$ cat src/rtl/stopwatch_pkg.sv
// ---------------------------------------------------------------------------
// stopwatch_pkg
//   Shared types and constants for the mm:ss stopwatch display block.
//   - sw_state_t : run-control FSM encoding
//   - sw_time_t  : packed BCD time {min_hi, min_lo, sec_hi, sec_lo}
//   - SEG_*      : active-low seven-segment codes {a,b,c,d,e,f,g,dp}
//   - bcd_inc()  : single-digit BCD increment with roll to zero
// ---------------------------------------------------------------------------
package stopwatch_pkg;

   typedef enum logic [1:0] {
      ST_IDLE  = 2'd0,
      ST_RUN   = 2'd1,
      ST_PAUSE = 2'd2
   } sw_state_t;

   typedef struct packed {
      logic [3:0] min_hi;
      logic [3:0] min_lo;
      logic [3:0] sec_hi;
      logic [3:0] sec_lo;
   } sw_time_t;

   // Segment codes, active low, dp (bit 0) off.
   localparam logic [7:0] SEG_0     = 8'h03;
   localparam logic [7:0] SEG_1     = 8'h9F;
   localparam logic [7:0] SEG_2     = 8'h25;
   localparam logic [7:0] SEG_3     = 8'h0D;
   localparam logic [7:0] SEG_4     = 8'h99;
   localparam logic [7:0] SEG_5     = 8'h49;
   localparam logic [7:0] SEG_6     = 8'h41;
   localparam logic [7:0] SEG_7     = 8'h1F;
   localparam logic [7:0] SEG_8     = 8'h01;
   localparam logic [7:0] SEG_9     = 8'h09;
   localparam logic [7:0] SEG_BLANK = 8'hFF;
   // AND mask that lights the dp segment (active low bit 0).
   localparam logic [7:0] DP_MASK   = 8'hFE;

   // Digit upper limits: units digits roll at 9, tens digits at 5.
   localparam logic [3:0] DIG_MAX9  = 4'd9;
   localparam logic [3:0] DIG_MAX5  = 4'd5;

   // Any value at or above the limit rolls to 0, so a digit can never
   // leave its legal range even if it were somehow disturbed.
   function automatic logic [3:0] bcd_inc(input logic [3:0] d,
                                          input logic [3:0] max);
      return (d >= max) ? 4'd0 : d + 4'd1;
   endfunction

endpackage

$ cat src/rtl/bcd2ssd.sv
// ---------------------------------------------------------------------------
// bcd2ssd
//   Combinational 4-bit BCD to 8-bit active-low seven-segment decoder.
//   Ports:
//     bcd  in  4  BCD digit 0..9
//     seg  out 8  {a,b,c,d,e,f,g,dp}, active low, dp always off
//   Non-BCD inputs (10..15) decode to a blank digit.
// ---------------------------------------------------------------------------
module bcd2ssd
   import stopwatch_pkg::*;
(
   input  logic [3:0] bcd,
   output logic [7:0] seg
);

   always_comb begin
      seg = SEG_BLANK;
      case (bcd)
         4'd0:    seg = SEG_0;
         4'd1:    seg = SEG_1;
         4'd2:    seg = SEG_2;
         4'd3:    seg = SEG_3;
         4'd4:    seg = SEG_4;
         4'd5:    seg = SEG_5;
         4'd6:    seg = SEG_6;
         4'd7:    seg = SEG_7;
         4'd8:    seg = SEG_8;
         4'd9:    seg = SEG_9;
         default: seg = SEG_BLANK;
      endcase
   end

endmodule

$ cat src/rtl/stopwatch_disp.sv
// ---------------------------------------------------------------------------
// stopwatch_disp
//   mm:ss stopwatch driving a 4-digit common-anode seven-segment display.
//   Counts rising edges of the frequency divider's slow output under
//   start/pause/clear control. sec_src and scan_sel are sampled as data in
//   the clk domain; nothing here is clocked by them.
//
//   Parameters:
//     TICKS_PER_INC  sec_src rising edges per one-second step (1..255)
//     LEAD_BLANK     1: blank min_hi while it is 0
//   Ports:
//     clk         in   1   clock, posedge
//     rst         in   1   synchronous active-high reset
//     sec_src     in   1   slow square wave (tick source)
//     scan_sel    in   2   digit scan select
//     start_stop  in   1   pulse: toggle run/pause
//     clear       in   1   pulse: stop and zero the time
//     ssd_ctl     out  4   digit enables, active low, [0]=rightmost
//     ssd_seg     out  8   segments {a..g,dp}, active low
//     running     out  1   FSM is in RUN
//     wrap        out  1   pulse on 59:59 -> 00:00
//     bcd         out  16  {min_hi,min_lo,sec_hi,sec_lo}
// ---------------------------------------------------------------------------
module stopwatch_disp
   import stopwatch_pkg::*;
#(
   parameter int TICKS_PER_INC = 1,
   parameter bit LEAD_BLANK    = 1'b1
) (
   input  logic        clk,
   input  logic        rst,
   input  logic        sec_src,
   input  logic [1:0]  scan_sel,
   input  logic        start_stop,
   input  logic        clear,
   output logic [3:0]  ssd_ctl,
   output logic [7:0]  ssd_seg,
   output logic        running,
   output logic        wrap,
   output logic [15:0] bcd
);

   localparam logic [7:0] PRESC_LAST = 8'(TICKS_PER_INC - 1);

   sw_state_t  state;
   sw_time_t   tm;
   logic       sec_src_d;
   logic [7:0] presc;
   logic [1:0] scan_q;

   logic       tick;
   logic       inc;
   logic       c0, c1, c2, c3;

   logic [3:0] dig;
   logic [3:0] ctl_nxt;
   logic       dp_on;
   logic       blank;
   logic [7:0] seg_raw;
   logic [7:0] seg_nxt;

   // ---------------------------------------------------------------------
   // Edge detector. sec_src_d resets high so a sec_src already high out of
   // reset is not taken as a fresh edge.
   // ---------------------------------------------------------------------
   always_ff @(posedge clk) begin
      if (rst) sec_src_d <= 1'b1;
      else     sec_src_d <= sec_src;
   end

   assign tick = sec_src & ~sec_src_d;

   // ---------------------------------------------------------------------
   // Prescaler: runs only in RUN, holds in PAUSE, zero in IDLE or on clear.
   // >= keeps an out-of-range count from stalling the increment.
   // ---------------------------------------------------------------------
   assign inc = (state == ST_RUN) && tick && (presc >= PRESC_LAST);

   always_ff @(posedge clk) begin
      if (rst || clear || state == ST_IDLE) begin
         presc <= 8'd0;
      end else if (state == ST_RUN && tick) begin
         if (presc >= PRESC_LAST) presc <= 8'd0;
         else                     presc <= presc + 8'd1;
      end
   end

   // ---------------------------------------------------------------------
   // Run-control FSM. clear beats start_stop; a start_stop arriving with an
   // increment still lets the increment through (counter chain is separate).
   // ---------------------------------------------------------------------
   always_ff @(posedge clk) begin
      if (rst || clear) begin
         state   <= ST_IDLE;
         running <= 1'b0;
      end else if (start_stop) begin
         case (state)
            ST_IDLE, ST_PAUSE: begin
               state   <= ST_RUN;
               running <= 1'b1;
            end
            ST_RUN: begin
               state   <= ST_PAUSE;
               running <= 1'b0;
            end
            default: begin
               state   <= ST_IDLE;
               running <= 1'b0;
            end
         endcase
      end
   end

   // ---------------------------------------------------------------------
   // BCD counter chain: sec_lo -> sec_hi -> min_lo -> min_hi.
   // c3 marks the 59:59 -> 00:00 roll.
   // ---------------------------------------------------------------------
   assign c0 = inc && (tm.sec_lo >= DIG_MAX9);
   assign c1 = c0  && (tm.sec_hi >= DIG_MAX5);
   assign c2 = c1  && (tm.min_lo >= DIG_MAX9);
   assign c3 = c2  && (tm.min_hi >= DIG_MAX5);

   always_ff @(posedge clk) begin
      if (rst || clear) begin
         tm <= '0;
      end else if (inc) begin
         tm.sec_lo <= bcd_inc(tm.sec_lo, DIG_MAX9);
         if (c0) tm.sec_hi <= bcd_inc(tm.sec_hi, DIG_MAX5);
         if (c1) tm.min_lo <= bcd_inc(tm.min_lo, DIG_MAX9);
         if (c2) tm.min_hi <= bcd_inc(tm.min_hi, DIG_MAX5);
      end
   end

   // Registered together with the digits, so it is high exactly while
   // bcd first reads 00:00 after the roll.
   always_ff @(posedge clk) begin
      if (rst) wrap <= 1'b0;
      else     wrap <= c3 && !clear;
   end

   assign bcd = tm;

   // ---------------------------------------------------------------------
   // Scan path: scan_sel -> scan_q -> output registers (2 clk latency).
   // The colon is the dp of min_lo.
   // ---------------------------------------------------------------------
   always_ff @(posedge clk) begin
      if (rst) scan_q <= 2'd0;
      else     scan_q <= scan_sel;
   end

   always_comb begin
      dig     = tm.sec_lo;
      ctl_nxt = 4'b1110;
      dp_on   = 1'b0;
      blank   = 1'b0;
      case (scan_q)
         2'd1: begin
            dig     = tm.sec_hi;
            ctl_nxt = 4'b1101;
         end
         2'd2: begin
            dig     = tm.min_lo;
            ctl_nxt = 4'b1011;
            dp_on   = 1'b1;
         end
         2'd3: begin
            dig     = tm.min_hi;
            ctl_nxt = 4'b0111;
            blank   = LEAD_BLANK && (tm.min_hi == 4'd0);
         end
         default: begin
            dig     = tm.sec_lo;
            ctl_nxt = 4'b1110;
         end
      endcase
   end

   bcd2ssd u_bcd2ssd (
      .bcd (dig),
      .seg (seg_raw)
   );

   always_comb begin
      seg_nxt = seg_raw;
      if (blank)      seg_nxt = SEG_BLANK;
      else if (dp_on) seg_nxt = seg_raw & DP_MASK;
   end

   always_ff @(posedge clk) begin
      if (rst) begin
         ssd_ctl <= 4'b1111;
         ssd_seg <= SEG_BLANK;
      end else begin
         ssd_ctl <= ctl_nxt;
         ssd_seg <= seg_nxt;
      end
   end

endmodule
$ cat config.mk
export PLATFORM = sky130hd
export DESIGN_NAME = stopwatch_disp
export DESIGN_NICKNAME = d
export VERILOG_FILES = /design/src/rtl/stopwatch_pkg.sv /design/src/rtl/bcd2ssd.sv /design/src/rtl/stopwatch_disp.sv
export SDC_FILE = /design/constraint.sdc
export NUM_CORES = 1
export LEC_CHECK = 0
export CAP_MARGIN = 20
export CORE_ASPECT_RATIO = 1.1
export CORE_MARGIN = 5
export CORE_UTILIZATION = 60
export CTS_CLUSTER_DIAMETER = 120
export DETAILED_ROUTE_END_ITERATION = 7
export DONT_BUFFER_PORTS = 1
export GPL_ROUTABILITY_DRIVEN = 0
export PLACE_DENSITY = 0.76
export SLEW_MARGIN = 0
export SYNTH_ARGS = -nofsm -noshare
export SYNTH_HDL_FRONTEND = slang
export SYNTH_SLANG_ARGS = --single-unit
$ cat constraint.sdc
create_clock -name clk -period 2.2 [get_ports clk]
set_clock_uncertainty 0.05 [all_clocks]
set_input_delay 0.44 -clock clk [delete_from_list [all_inputs] [get_ports clk]]
set_output_delay 0.44 -clock clk [all_outputs]
set_load 0.01 [all_outputs]
==> out/results.tsv <==
stage	metric	value	unit
critical_path	end_kind	register	
routing	drc	0	
global_route	grt_pass1_wl	6480	um
timing	relSlewSlack	67.9	%
cts	cts.reportedPaths.clkPinSlew	0.11	ns
synth	yosys.area.top_type	dfxtp_1	
synth	synthTopCellsByArea	dfxtp_1, ha_1, mux4_2	
flow_run	cap_violations	0	
timing	setup_violations	0	
timing	tightest_slew	0.477	ns
cts	insertion_delay	0.34	ns
floorplan	die_area	4240	um2
cts	post-cts-setup-buffers	0	
floorplan	core	3000	um2
run_status	status	finished, final reports clean	
synth	syn-num-nets	219	
floorplan	floorplan.initialDensity	60.8	%
global_route	grt_overflow	0	
placement	placed_cells	223	
timing	max_freq	0.509	GHz
cells_and_area	final_cells	231	
power_and_ir_drop	vdd_ir_drop_max	0.000613	V
floorplan	rows	21	
timing	setup-tns-final	0	ns
timing	hold_viol	0	
cts	htreeDepth	2	
routing	drt_first_iter_violations	78	
cells_and_area	multiInputGateArea	1020	um2
synth	synth_edf_count	0	
cells_and_area	diodes	0	
power_and_ir_drop	power.density	606	nW/um2
routing	drt-pass1-iter-count	4	
cells_and_area	drive_above_1_share	13.7	%
cells_and_area	register_area	701	um2
timing	drv_slew	0	
synth	async_flop_share	0	%
critical_path	start_kind	register	
cells_and_area	final_nets	222	
timing	rsz0062_at_grt	false	
cts	cts_buffers	5	
synth	synth_top_area_share	38.5	%
global_route	grt_max_degree	19	
placement	port_buffers	0	
floorplan	die_w	62.5	um
cells_and_area	fin_util	64.3	%
synth	synthCells	193	
global_route	grt_usage	19.5	%
timing	min_period	1.96	ns
critical_path	path_max_fanout	9	
routing	wirelength	3780	um
synth	synth_ff_type	dfxtp_1	
cts	ctsRootBufferMaster	clkbuf_4	
global_route	grt_pass1_vias	1458	
synth	synth.avg_cell_area	9.43	um2
synth	yosysMostFrequentCell	dfxtp_1	
global_route	antenna_found_initial	0	
cells_and_area	areaGrowthSynthToFinish	5.84	%
critical_path	cp.required	2.44	ns
routing	vias_per_cell	6.19	
power_and_ir_drop	p_leak	0.716	nW
synth	synth_cell_types	44	
cts	tritoncts	yes	
placement	dpl.hpwl	2820	um
floorplan	pin_count	37	
timing	fin_crit_sh	89.3	%
floorplan	die_height	67.8	um
routing	post_drt_wl_per_cell	16.4	um
cells_and_area	num-fill-cells	260	
synth	synth_common_cells	dfxtp_1, ha_1, a21oi_1	
cts	cts_buffer_depth	2	
critical_path	arrival	2.20	ns
routing	via_count	1430	
synth	ys_warn_count	0	
synth	ys_seq_area_share	38.5	%
synth	syn_area	1820	um2
cts	clock_sinks	35	
critical_path	path_class	reg2reg	
synth	ys_seq_elements	35	
routing	ant_nets	0	
power_and_ir_drop	power	1.17	mW
min_path	hp-class	in2reg	
[worst max-delay path: stages, from the launching register on]
cell,delay (ns)
dfxtp_1,0.56
mux4_2,0.64
inv_1,0.14
ha_1,0.16
nor2b_1,0.17
a21oi_1,0.07
o21ai_1,0.12
[stage by stage]
step | hold WS, ns | setup slack, ns | area (um2)
final | 0.101 | 0.236 | 1930
after global routing | 0.0775 | 0.0307 | 1930
after CTS | 0.0913 | 0.228 | 1930
after detailed placement | 0.458 | 0.250 | 1840
after global placement | 0.448 | 0.314 | 1840
after floorplan | 0.441 | 0.388 | 1820
[worst paths after layout]
check | end | cells after the start | slack (ns) | startpoint
hold reg to reg | ssd_ctl[2] | 1 | 0.48 | scan_q[1]
hold / removal | scan_q[0] | 1 | 0.10 | rst
setup / recovery | ssd_seg[7] | 6 | 0.24 | scan_q[0]
setup reg to reg | ssd_seg[7] | 6 | 0.24 | scan_q[0]
[cell type report]
type | instances | area share [%]
inverter | 15 | 2.92
clock inverter | 3 | 2.27
timing repair buffer | 4 | 1.56
clock buffer | 5 | 1.95
sequential | 35 | 36.4
tap | 34 | 2.21
multi-input combinational | 135 | 52.7
[flip-flops by register name (all words and copies together), names as in the netlist]
register   flops
wrap           1
state          2
bcd           16
sec_src_d      1
ssd_seg        8
ssd_ctl        4
running        1
scan_q         2
[per-layer routing]
layer | up-vias | track usage (%) | wire length, um
met3 | 7 | 7.15 | 280
met2 | 45 | 34.7 | 1980
li1 | 696 | - | -
met4 | 0 | 9.81 | 77
met1 | 682 | 20.3 | 1440
met5 | - | 0 | 0
[power breakdown]
part | leakage (nW) | internal, mW | total [mW] | switching, mW
clock | 0.0452 | 0.239 | 0.471 | 0.232
sequential | 0.286 | 0.650 | 0.666 | 0.0168
combinational | 0.385 | 0.0145 | 0.0305 | 0.0160
[layout by cell type, fill, tap and decap left out, drive strengths merged]
cell	instances
dfxtp	35
ha	19
a21oi	15
inv	14
nor2	13
o21ai	11
nand2	10
nand4	7
nor3	7
nand3	7
o31ai	5
nor2b	5
clkbuf	5
mux4	4
buf	4
a211oi	4
xnor2	3
clkinv	3
or2	2
nand2b	2
a41oi	2
nand3b	2
and3	2
and4bb	1
or3b	1
o31a	1
a21o	1
a2111oi	1
o22ai	1
mux2	1
nor4	1
o211a	1
a221oi	1
xor2	1
mux2i	1
or4bb	1
and2	1
or3	1
bufinv	1
[what timing repair did]
item,in CTS,in global routing
endpoints found under the setup margin,0,1
endpoints found under the hold margin,0,0
resized for setup,0,1
hold buffers,0,0
[kinds of logic after synthesis]
family	count (synthesis)	synth area share [%]
flip-flops	35	38.5
buffers and inverters	23	5.77
AND/OR/NAND/NOR	63	19.5
adder cells (fa/ha/maj)	19	13.1
XOR/XNOR	4	1.92
multiplexers	6	6.12
AO/OA/AOI/OAI	43	15.2
(Power assumes the default switching activity.)
